===== config.mk =====
export PLATFORM = sky130hd
export DESIGN_NAME = addsub_multicycle
export DESIGN_NICKNAME = d
export VERILOG_FILES = /design/src/rtl/addsub_multicycle.sv
export SDC_FILE = /design/constraint.sdc
export NUM_CORES = 1
export LEC_CHECK = 0
export ABC_AREA = 1
export CAP_MARGIN = 0
export CORE_ASPECT_RATIO = 2
export CORE_MARGIN = 1
export CORE_UTILIZATION = 45
export DETAILED_ROUTE_END_ITERATION = 7
export GPL_ROUTABILITY_DRIVEN = 0
export PLACE_DENSITY = 0.69
export SYNTH_ARGS = -nofsm -noshare
export SYNTH_HDL_FRONTEND = slang
export SYNTH_SLANG_ARGS = --single-unit

===== constraint.sdc =====
create_clock -name clk -period 6.4 [get_ports clk]
set_clock_uncertainty 0.2 [all_clocks]
set_input_delay 1.28 -clock clk [delete_from_list [all_inputs] [get_ports clk]]
set_output_delay 1.28 -clock clk [all_outputs]
set_load 0.01 [all_outputs]

===== src/rtl/addsub_multicycle.sv =====
// Chunk-serial two's-complement adder/subtractor: CHUNK bits per clock, optional
// saturation, carry/overflow/zero/negative flags, valid/ready on input and output.
module addsub_multicycle #(
    parameter int WIDTH = 32,
    parameter int CHUNK = 8
) (
    input  logic             clk,
    input  logic             rst,
    input  logic             in_valid,
    output logic             in_ready,
    input  logic [WIDTH-1:0] a,
    input  logic [WIDTH-1:0] b,
    input  logic [1:0]       op,
    output logic             out_valid,
    input  logic             out_ready,
    output logic [WIDTH-1:0] result,
    output logic             carry_out,
    output logic             overflow,
    output logic             zero,
    output logic             negative
);
    localparam int NCH = WIDTH / CHUNK;
    localparam int IW  = (NCH > 1) ? $clog2(NCH) : 1;
    localparam logic [WIDTH-1:0] MOST_POS = {1'b0, {(WIDTH-1){1'b1}}};
    localparam logic [WIDTH-1:0] MOST_NEG = {1'b1, {(WIDTH-1){1'b0}}};

    if (WIDTH % CHUNK != 0) begin : g_bad_chunk
        $error("addsub_multicycle: WIDTH must be a multiple of CHUNK");
    end

    typedef enum logic [1:0] {IDLE, CALC, DONE} state_t;

    state_t           state;
    logic [IW-1:0]    idx;
    logic             carry;
    logic [WIDTH-1:0] a_reg;
    logic [WIDTH-1:0] b_reg;
    logic [WIDTH-1:0] acc;
    logic [1:0]       op_reg;

    logic [CHUNK:0]   slice_sum;
    logic [WIDTH-1:0] acc_next;
    logic             b_orig_msb;
    logic             ovf_next;
    logic [WIDTH-1:0] res_next;
    logic             last;

    // Handshake: an operation transfers on a rising edge with in_valid && in_ready;
    // a result transfers on a rising edge with out_valid && out_ready. in_ready is
    // high only in IDLE, so no accept can coincide with the DONE->IDLE edge.
    assign in_ready = (state == IDLE);
    assign last     = (idx == IW'(NCH - 1));

    always_comb begin
        slice_sum = {1'b0, a_reg[idx*CHUNK +: CHUNK]}
                  + {1'b0, b_reg[idx*CHUNK +: CHUNK]}
                  + {{CHUNK{1'b0}}, carry};
        acc_next = acc;
        acc_next[idx*CHUNK +: CHUNK] = slice_sum[CHUNK-1:0];
        // b_reg holds the inverted operand for subtraction; undo it for the overflow rule.
        b_orig_msb = b_reg[WIDTH-1] ^ op_reg[0];
        if (op_reg[0]) begin
            ovf_next = (a_reg[WIDTH-1] != b_orig_msb) && (acc_next[WIDTH-1] != a_reg[WIDTH-1]);
        end else begin
            ovf_next = (a_reg[WIDTH-1] == b_orig_msb) && (acc_next[WIDTH-1] != a_reg[WIDTH-1]);
        end
        res_next = acc_next;
        if (op_reg[1] && ovf_next) begin
            res_next = a_reg[WIDTH-1] ? MOST_NEG : MOST_POS;
        end
    end

    always_ff @(posedge clk or posedge rst) begin
        if (rst) begin
            state     <= IDLE;
            idx       <= '0;
            carry     <= 1'b0;
            a_reg     <= '0;
            b_reg     <= '0;
            acc       <= '0;
            op_reg    <= 2'b00;
            out_valid <= 1'b0;
            result    <= '0;
            carry_out <= 1'b0;
            overflow  <= 1'b0;
            zero      <= 1'b0;
            negative  <= 1'b0;
        end else begin
            case (state)
                IDLE: begin
                    if (in_valid) begin
                        a_reg  <= a;
                        b_reg  <= b ^ {WIDTH{op[0]}};
                        op_reg <= op;
                        carry  <= op[0];
                        idx    <= '0;
                        acc    <= '0;
                        state  <= CALC;
                    end
                end
                CALC: begin
                    acc   <= acc_next;
                    carry <= slice_sum[CHUNK];
                    idx   <= idx + 1'b1;
                    if (last) begin
                        state     <= DONE;
                        out_valid <= 1'b1;
                        result    <= res_next;
                        carry_out <= slice_sum[CHUNK];
                        overflow  <= ovf_next;
                        zero      <= (res_next == '0);
                        negative  <= res_next[WIDTH-1];
                    end
                end
                DONE: begin
                    if (out_ready) begin
                        state     <= IDLE;
                        out_valid <= 1'b0;
                    end
                end
                default: state <= IDLE;
            endcase
        end
    end
endmodule


==> Word level (Yosys, flattened, before mapping) <==
Index checks and enable logic that the tools add are counted.
{ "word_totals": {"ff_bits": 140, "input_bits": 70, "out_inout_bits": 38, "wordCells": 61} }
{ "classes": {"add_sub_neg": 4, "n_eq_ne": 9, "n_shift": 4, "muxes": 17, "bitwise": 2, "reduce_logical": 12} }
{ "op_table": {"columns": ["operator", "n"], "rows": [
  ["$mux W32", 3],
  ["$pmux W32 S2", 1],
  ["$shiftx A32 B6 Y8", 2],
  ["$neg A5 Y34", 1],
  ["$shift A8 B34 Y32 const A", 1],
  ["$shiftx A8 B34 Y32", 1],
  ["$bwmux W32", 1],
  ["$logic_not A32 Y1", 1],
  ["$xor A32 B32 Y32", 1],
  ["$add A8 B8 Y9", 1],
  ["$add A9 B1 Y9", 1],
  ["$mux W2", 4],
  ["$ne A2 B2 Y1 const B", 3],
  ["$pmux W2 S3", 1],
  ["$reduce_and A2 Y1", 3],
  ["$reduce_and A3 Y1", 2],
  ["$eq A2 B2 Y1 const B", 2],
  ["$mux W1", 4],
  ["$pmux W1 S2", 2],
  ["$pmux W2 S2", 1],
  ["$reduce_bool A2 Y1", 2],
  ["$logic_and A1 B1 Y1", 3],
  ["$add A2 B1 Y2 const B", 1],
  ["$eq A2 B1 Y1 const B", 1],
  ["other kinds (4)", 5]
]} }

==> Logic depth before layout (Yosys ltp) <==
Gate-level depths: netlist (run 1).
{ "logic_depth": {"depth_word": 11, "depth_mapped": 27, "mapped_depth_nobuf": 24} }

==> Worst setup path after synthesis (run 1) <==
Ideal clock, no wire load.
{ "synth_timing": {"kind": "reg2reg", "from": "reg idx[0]", "to": "reg zero", "setup_time_ns": 0.116, "t_arrival_ns": 3.044, "required_ns": 6.084, "path_slack_ns": 3.040, "path_stages_with_launch": 23, "n_path_buf": 3, "synth_period_minus_slack_ns": 3.360, "path_cell_list": "dfrtp_1 buf_2 clkbuf_1 clkbuf_1 o21ai_0 a21oi_1 fa_1 inv_1 fa_1 nand4_1 nand3_1 nand2_1 nand2_1 nor3_1 nand2_1 o21ai_0 nand2_1 nand2_1 nor2_1 nand2_1 nor2_1 nand2_1 nand2_1"} }
{ "synth_via": {"elab_chain_len": 11, "elab_cells_between_ends": 17, "classes_between": "3 x add/sub; 2 x eq/ne; 4 x shift; 3 x mux; 5 x reduce/logical"} }
{ "synth_rtl": {"columns": ["item", "line", "text"], "rows": [
  ["start: declaration", "34", "logic [IW-1:0] idx;"],
  ["start signal: assignment", "104", "idx <= idx + 1'b1;"],
  ["$shiftx A32 B6 Y8, on equally long branches", "55, 56", null],
  ["$add A8 B8 Y9", "56", "+ {1'b0, b_reg[idx*CHUNK +: CHUNK]}"],
  ["$add A9 B1 Y9", "57", "+ {{CHUNK{1'b0}}, carry};"],
  ["$shiftx A8 B34 Y32", "59", "acc_next[idx*CHUNK +: CHUNK] = slice_sum[CHUNK-1:0];"],
  ["$bwmux W32", "59", null],
  ["$ne A1 B1 Y1", "63, 65", null],
  ["$logic_and A1 B1 Y1, on equally long branches", "65, 63", null],
  ["$mux W1", "62", "if (op_reg[0]) begin"],
  ["$logic_and A1 B1 Y1", "68", "if (op_reg[1] && ovf_next) begin"],
  ["$mux W32", "68", null],
  ["$logic_not A32 Y1", "111", "zero <= (res_next == '0);"],
  ["end signal: assignment", "111", null],
  ["end: declaration", "19", "output logic zero,"]
]} }
Parallel ways exist; a longest one is shown, timed or not.
A chain may end at the register's enable or synchronous reset.

==> Worst setup path after layout (run 1) <==
Same ends and word-level chain as after synthesis.

==> qor.txt, run 1 <==
hold endpoint -> out_valid
Avg Cell Area, Syn -> 8.29 um^2
crit path capture type -> flip-flop
initial antenna violation count -> 0
H-Tree Depth -> 4
1st-pass router iterations -> 5
Buffers on Ports -> 107
Crit path largest cell delay -> 510 ps
postcts setup bufs -> 0
most frequent cells in the layout -> nand2_1, dfrtp_1, o21ai_0
status -> finished clean
Max-Cap Viols -> 0
max_slew headroom -> 41.4%
yosys warns -> 0
CTS tree -> yes
slowest CP cell -> nand4_1
first-pass GRT wire length -> 29.7 mm
core footprint -> 15200 um^2
Syn Inst Count -> 841
endpoints failing setup -> 0
Sum Neg Setup Slack -> 0 ps
hold buffers post-CTS -> 0
overall global routing resource usage -> 24.3%
Worst Hold Path Cells -> 2
Final Max Slew Viols -> 0
Routed WL per cell -> 16.1 um
Max Fclk -> 0.239 GHz
vias -> 5991
worst min path class -> reg2reg
NumNets Final -> 1013
Post-CTS Resized -> 0
Worst Min Path Start -> out_valid
Remaining Overflow, GRT -> 0
Worst VDD drop -> 320 uV
Worst Path Max Fanout -> 45
DIE HEIGHT -> 178 um
largest net degree at the start of global routing -> 97
Final Hold Viols -> 0
CTS Buffer Depth -> 2
Clk Latency, worst-skew pair -> 420 ps
DRT antenna net count -> 0
crit path time final -> 4190 ps
number of diodes -> 0
CP Launch Type -> flip-flop
clock transition at the registers of the reported paths -> 60 ps
Cell Count, Final, Fillers Out -> 1138
Most common cell on crit path -> nand2_1
CP top delay family -> simple AND/OR/NAND/NOR gates
power per cell area -> 605 nW/um^2
mapped cell area -> 6970 um^2
Layout area overhead -> 25.0%
CP Data Required Time -> 6560 ps
Netlist cell types -> 38
sequential-to-total area share from yosys stat -> 49.5%
# rows -> 64
Final Worst Setup Slack -> 2210 ps
post-detail-place hpwl -> 13.6 mm
Tightest Pin Transition -> 879 ps
Top Ports -> 108
CP Buf/Inv Count -> 2
syn_nets -> 926
DRT Wirelength -> 18.3 mm
Final Cycle Share -> 65.5%
clk sinks -> 138
via-per-instance ratio -> 5.26
most common cell after layout, fill and taps aside -> nand2_1
Post-Place Cells -> 1107
reg2reg end -> zero
TritonCTS buffer count -> 17
Die Span X -> 90.0 um
worst reg-to-reg setup slack -> 2210 ps
Setup CP Type -> reg2reg
#FFs+latches synth -> 138
fin util -> 57.3%
initial DRC count -> 337
root buffer cell -> clkbuf_16
die area -> 16000 um^2
leakage power total -> 0.00399 uW
worst r2r src -> idx[0]
Worst R2R Path Depth -> 20
critical path cell sequence -> buf_4 > inv_2 > o21ai_0 > o22ai_1 > ha_1 > a21oi_4 > nand2_2 > nand2_1 > nand2_1 > nand2_1 > nand2_2 > nand4_4 > nand4_1 > nand2_1 > nand3_1 > nor2_1 > nand2_1 > nor2_1 > nand2_1 > nand2_1
post-place setup slack -> 2340 ps
initial core utilization -> 45.8%
vias in the first global route -> 5870
Worst Path Arrival -> 4350 ps
residual DRC count -> 0
RSZ-0062 raised after global routing -> no
layout cells sized above 1 -> 6.49%
## final cells by class
cell class                 instances  area, um^2
clock buffer                      18         429
clock inverter                    13         144
fill                            1455        6490
inverter                          72         273
multi-input combinational        585        3050
sequential                       138        3450
tap                              198         248
timing repair buffer             114        1120
## Yosys cell counts, drive strengths merged
cell,number,area share (%)
a21oi,9,0.86
a22o,3,0.38
a22oi,1,0.11
a2bb2oi,28,3.5
a32o,1,0.14
buf,12,1.0
clkbuf,34,1.8
clkinv,1,0.054
dfrtp,138,50
fa,2,0.57
ha,13,2.3
inv,71,3.8
nand2,267,15
nand3,14,1.1
nand4,8,0.93
nor2,52,2.8
nor3,1,0.072
nor4,1,0.090
o211ai,1,0.11
o21ai,111,8.0
o22ai,34,3.1
o31ai,1,0.11
o41ai,1,0.13
or2,2,0.18
xnor2,34,4.3
xor2,1,0.13
## worst max path at each step
stage | to | cells past startpoint | start
after CTS | zero | 19 | idx[1]
final | zero | 20 | idx[0]
after floorplan | a_reg[0] | 1 | rst
after detailed placement | zero | 20 | idx[0]
after global placement | zero | 19 | idx[1]
after global routing | zero | 22 | idx[0]
## tightest hold or removal path: cells and delay by family (launching register included)
family,cells,cell delay [ps]
flops,1,340
simple gates,2,90
## metrics by stage
stage	instance area, um^2	hold WS, ps	total power (uW)
floorplan	6970	244	3390
global placement	8150	259	4260
detailed placement	8150	261	4300
CTS	8720	276	5280
global route	8720	298	5670
finish	8720	269	5280
## cell families after synthesis
family	share of synthesized area, %
compound gates	16.4
xor+xnor	4.40
fa+ha+maj	2.91
flops	49.5
simple gates	20.1
buf+inv	6.75
## where the power goes
| group | switching, uW | total (uW) | internal (uW) |
|---|---|---|---|
| clock network | 384 | 958 | 574 |
| registers | 249 | 1520 | 1270 |
| logic | 1750 | 2800 | 1050 |
## layer usage
| metal | routed length, um | track usage, % |
|---|---|---|
| met5 | 0 | 0 |
| met1 | 6610 | 25.5 |
| met2 | 10100 | 45.1 |
| met4 | 994 | 14.9 |
| met3 | 592 | 3.79 |
Note: power is estimated with default switching activity, not from simulation.
==> run 2, diff against run 1 <==
clock period = 3.9 ns   (was 6.4 ns; I/O delays follow)
==> run 2 against run 1 <==
Maximum frequency rose by 18%. Largest cell class unchanged. Non-clock buffer count up 5. Critical path depth stayed put. Highest routed layer unchanged. Global-route usage decreased by 0.31 points. Worst hold slack improved by 4.4 ps. Register-to-register slack got worse by 1900 ps. Core utilization up 0.22 points. Power up 62%.
==> qor.txt, run 2 (synthesized netlist as in run 1, its figures left out) <==
Cell Int Power -> 4720 uW
Logic pwr share -> 53.6%
H-Tree Depth -> 4
clk sinks -> 138
endpoints failing setup -> 0
critical path cell sequence -> inv_4 > buf_4 > nor2_1 > nor2_1 > a21oi_1 > fa_1 > inv_1 > fa_1 > nand4_1 > nand3_1 > nand2_1 > nand4_1 > o21ai_0 > o21ai_1 > nand3_1 > nor2_1 > nand2_1 > nor2_1 > nand2_1 > nand2_1
status -> finished clean
Final Max Slew Viols -> 0
CP Launch Type -> flip-flop
Top Ports -> 108
Tightest Pin Transition -> 886 ps
vias -> 5962
number of diodes -> 0
Routed WL per cell -> 15.8 um
Worst Path Max Fanout -> 26
root buffer cell -> clkbuf_16
Crit path largest cell delay -> 410 ps
fill cell count -> 1450
initial DRC count -> 377
NumNets Final -> 1018
CTS tree -> yes
Layout area overhead -> 25.5%
Final Hold Viols -> 0
slowest CP cell -> dfrtp_1
Clk Latency, worst-skew pair -> 420 ps
TritonCTS buffer count -> 17
initial core utilization -> 45.8%
DIE HEIGHT -> 178 um
post-detail-place hpwl -> 13.5 mm
crit path capture type -> flip-flop
Final Cycle Share -> 91.0%
hold buffers post-CTS -> 0
CTS Buffer Depth -> 2
Remaining Overflow, GRT -> 0
Setup CP Type -> reg2reg
most common cell after layout, fill and taps aside -> nand2_1
first-pass GRT wire length -> 29.6 mm
Switching Fraction -> 44.8%
via-per-instance ratio -> 5.22
residual DRC count -> 0
DRT antenna net count -> 0
layout cells sized above 1 -> 7.10%
Worst Path Arrival -> 3710 ps
die area -> 16000 um^2
overall global routing resource usage -> 24.0%
# rows -> 64
Max Fclk -> 0.282 GHz
Worst VDD drop -> 509 uV
Sum Neg Setup Slack -> 0 ps
fin util -> 57.5%
largest net degree at the start of global routing -> 97
DRT Wirelength -> 18.1 mm
CP Data Required Time -> 4060 ps
leakage power total -> 0.00402 uW
clock transition at the registers of the reported paths -> 60 ps
sequential cell fraction of total power -> 29.0%
crit path time final -> 3550 ps
initial antenna violation count -> 0
core footprint -> 15200 um^2
RSZ-0062 raised after global routing -> no
Buffers on Ports -> 107
1st-pass router iterations -> 8
max_slew headroom -> 40.9%
most frequent cells in the layout -> nand2_1, dfrtp_1, o21ai_0
Die Span X -> 90.0 um
Clk pwr share -> 17.4%
Switch Pwr -> 3840 uW
power per cell area -> 978 nW/um^2
vias in the first global route -> 5906
Max-Cap Viols -> 0
worst min path class -> reg2reg
[run 2: cell count changes in the layout (fill, tap and decap cells not counted)]
cell       change
inv_6          -1
clkbuf_1       -1
inv_2          -1
buf_4          +3
o21ai_0        -1
buf_6          +1
bufinv_16      -2
clkinv_2       +1
buf_12         +1
o21ai_1        +1
clkbuf_8       +4
clkinv_1       -1
[run 2: path summary, 6_finish.rpt]
| kind | from | end | slack, ps | cells past startpoint |
|---|---|---|---|---|
| worst max-delay path | idx[0] | zero | 350 | 20 |
| worst min-delay path | a_reg[15] | a_reg[15] | 270 | 2 |
| worst max register to register | idx[0] | zero | 350 | 20 |
| worst min register to register | a_reg[15] | a_reg[15] | 270 | 2 |
| max in group asynchronous | rst | a_reg[2] | 1950 | 3 |
| min in group asynchronous | rst | result[1] | 630 | 2 |
[run 2: cell type report]
type	instances	area (um^2)	share of cell area, %
flip-flops and latches	138	3450	39.5
multi-input cells	585	3050	34.9
repair buffers	119	1170	13.4
clock buffers	21	480	5.49
inverters	72	280	3.20
well taps	198	248	2.83
clock inverters	9	65.1	0.743
[run 2: layer usage]
| metal | part of all wire, % | global-route usage [%] |
|---|---|---|
| met5 | 0 | 0 |
| met1 | 37 | 25.5 |
| met2 | 54 | 43.6 |
| met4 | 6.2 | 16.9 |
| met3 | 2.5 | 2.94 |
[run 2: through the flow]
step | instances | hold slack [ps] | setup slack [ps] | instance area (um^2) | power [uW]
finish | 1142 | 274 | 350 | 8750 | 8560
global route | 1142 | 300 | 23.5 | 8750 | 9230
CTS | 1142 | 276 | 212 | 8740 | 8570
detailed placement | 1112 | 261 | 233 | 8200 | 7060
global placement | 1112 | 257 | 266 | 8200 | 6990
floorplan | 841 | 244 | 540 | 6980 | 5560
[run 2: worst max-delay path: cells and delay by family (launching register included)]
kind / cells / cell delay (ps)
DFF: 1 / 410
buffers and inverters: 3 / 580
and+or+nand+nor: 12 / 1140
adders and majority gates: 2 / 660
AOI/OAI and AO/OA: 3 / 480
[run 2: timing repair]
action,4_1_cts,5_1_grt
gates resized for setup,0,5
endpoints found under the setup margin,0,1
setup buffers,0,0
[run 2: power by group through the flow]
stage / Combinational [uW] / Clock, uW / Sequential [uW]
after global placement: 4480 / 0 / 2500
after global routing: 5110 / 1560 / 2550
after CTS: 4580 / 1500 / 2480
after detailed placement: 4560 / 0 / 2500
final: 4590 / 1490 / 2480
after floorplan: 3100 / 0 / 2450
==> run 3, diff against run 2 <==
--- a/config.mk
+++ b/config.mk
@@ -11,6 +11,7 @@
 export CORE_MARGIN = 1
-export CORE_UTILIZATION = 45
+export CORE_UTILIZATION = 50
 export DETAILED_ROUTE_END_ITERATION = 7
 export GPL_ROUTABILITY_DRIVEN = 0
-export PLACE_DENSITY = 0.69
+export HOLD_SLACK_MARGIN = 0.06
+export PLACE_DENSITY = 0.75
 export SYNTH_ARGS = -nofsm -noshare
--- a/constraint.sdc
+++ b/constraint.sdc
@@ -4,2 +4,2 @@
 set_output_delay 0.78 -clock clk [all_outputs]
-set_load 0.01 [all_outputs]
+set_load 0.02 [all_outputs]
==> run 3 against run 2 <==
Sequential power barely moved. Power grew 2.4%. Sequential share of layout area is 0.17 points higher. Final area decreased by 0.43%. Core utilization increased by 7.0 points. Routed wire length down 3.6%. Combinational power is 4% higher. Clock power up 3%. Register-to-register slack worse by 60 ps. Worst setup slack lost 62 ps. Critical endpoint unchanged. Highest routed layer unchanged.
==> qor.txt, run 3 (synthesized netlist as in run 1, its figures left out) <==
initial DRC count -> 410
CP top delay family -> simple AND/OR/NAND/NOR gates
clk sinks -> 138
CTS tree -> yes
CTS Buffer Depth -> 2
Crit path largest cell delay -> 440 ps
endpoints failing setup -> 0
Buffers on Ports -> 107
Post-Place Cells -> 1070
Cell Count, Final, Fillers Out -> 1101
H-Tree Depth -> 4
Final Hold Viols -> 0
Max Fclk -> 0.277 GHz
vias -> 6043
Met3 Routed Length -> 524 um
post-detail-place hpwl -> 12.5 mm
layout cells sized above 1 -> 6.98%
Most common cell on crit path -> nand2_1
worst min path class -> reg2reg
power per cell area -> 1010 nW/um^2
Final Cycle Share -> 92.6%
status -> finished clean
critical path cell sequence -> clkinv_1 > buf_4 > a21oi_1 > a32o_1 > fa_1 > inv_1 > fa_1 > nand4_1 > nand3_1 > nand2_1 > nand2_1 > nor3_1 > nand2_1 > o21ai_0 > nand2_1 > nand2_1 > nor2_1 > nand2_1 > nor2_1 > nand2_1 > nand2_1
DIE HEIGHT -> 169 um
residual DRC count -> 0
clock transition at the registers of the reported paths -> 60 ps
Layout area overhead -> 25.0%
Worst Path Max Fanout -> 11
worst reg-to-reg setup slack -> 290 ps
Tightest Pin Transition -> 862 ps
Remaining Overflow, GRT -> 0
overall global routing resource usage -> 25.8%
first-pass GRT wire length -> 28.6 mm
Clk Latency, worst-skew pair -> 420 ps
Setup CP Type -> reg2reg
initial antenna violation count -> 0
crit path time final -> 3610 ps
NumNets Final -> 1019
Worst R2R Path Depth -> 21
CP Buf/Inv Count -> 3
core footprint -> 13500 um^2
number of diodes -> 0
Worst Hold Path Cells -> 2
most frequent cells in the layout -> nand2_1, dfrtp_1, o21ai_0
WL met1 -> 6.47 mm
CP Data Required Time -> 4010 ps
RSZ-0062 raised after global routing -> no
vias in the first global route -> 6061
root buffer cell -> clkbuf_16
DRT Wirelength -> 17.4 mm
DRT antenna net count -> 0
most common cell after layout, fill and taps aside -> nand2_1
crit path capture type -> flip-flop
Die Span X -> 85.5 um
slowest CP cell -> fa_1
# rows -> 60
Sum Neg Setup Slack -> 0 ps
hold buffers post-CTS -> 0
Highest Signal Layer -> met4
die area -> 14500 um^2
initial core utilization -> 51.6%
postcts setup bufs -> 0
Max-Cap Viols -> 0
metal2 WL -> 9.27 mm
Worst Path Arrival -> 3720 ps
Top Ports -> 108
Post-CTS Resized -> 0
CP Launch Type -> flip-flop
largest net degree at the start of global routing -> 139
Routed WL per cell -> 15.8 um
Final Max Slew Viols -> 0
Worst VDD drop -> 566 uV
1st-pass router iterations -> 7
critical path depth -> 21
leakage power total -> 0.00403 uW
TritonCTS buffer count -> 17
via-per-instance ratio -> 5.49
max_slew headroom -> 42.5%
[run 3: cell count changes in the layout (fill, tap and decap cells not counted), sizes merged]
cell,previous run,this run
inv,73,70
bufinv,0,2
clkinvlp,4,2
clkinv,4,10
clkbuf,21,19
buf,13,14
[run 3: worst reg2reg max path: cells and delay by family, from the launching register on]
kind	cells	cell delay, ps
flops	1	350
simple gates	13	1300
compound gates	3	420
fa+ha+maj	2	600
buf+inv	3	610
[run 3: routing by layer]
layer,track usage (%),up-vias
met2,45.1,209
li1,-,2929
met3,4.53,76
met4,18.9,0
met1,27.3,2829
met5,0,-
[run 3: stage by stage]
step / setup WS, ps / area, um^2 / total power, uW / utilization [%] / hold WS, ps
after detailed placement: 249 / 8150 / 7150 / 60.3 / 266
final: 289 / 8720 / 8760 / 64.5 / 283
after CTS: 201 / 8710 / 8730 / 64.5 / 282
after floorplan: 540 / 6980 / 5700 / - / 244
after global placement: 278 / 8150 / 7080 / 60.3 / 259
after global routing: 28.6 / 8720 / 9390 / 64.5 / 298
[run 3: path summary, 6_finish.rpt]
| path | start | end |
|---|---|---|
| min in group asynchronous | rst | result[1] |
| setup reg to reg | idx[1] | zero |
| hold reg to reg | a_reg[5] | a_reg[5] |
| hold / removal | a_reg[5] | a_reg[5] |
| setup / recovery | idx[1] | zero |
| max in group asynchronous | rst | acc[29] |
[run 3: report_power, final]
group / total [uW] / leakage (uW) / switching [uW] / internal [uW]
logic: 4770 / 0.00201 / 3000 / 1770
clock network: 1540 / 0.000276 / 603 / 933
registers: 2460 / 0.00175 / 369 / 2090
[run 3: layout make-up]
type | instances | area [um^2]
Clock buffer | 19 | 433
Clock inverter | 12 | 128
Fill cell | 1149 | 4800
Inverter | 72 | 274
Multi-Input combinational cell | 585 | 3050
Sequential cell | 138 | 3450
Tap cell | 155 | 194
Timing Repair Buffer | 120 | 1180
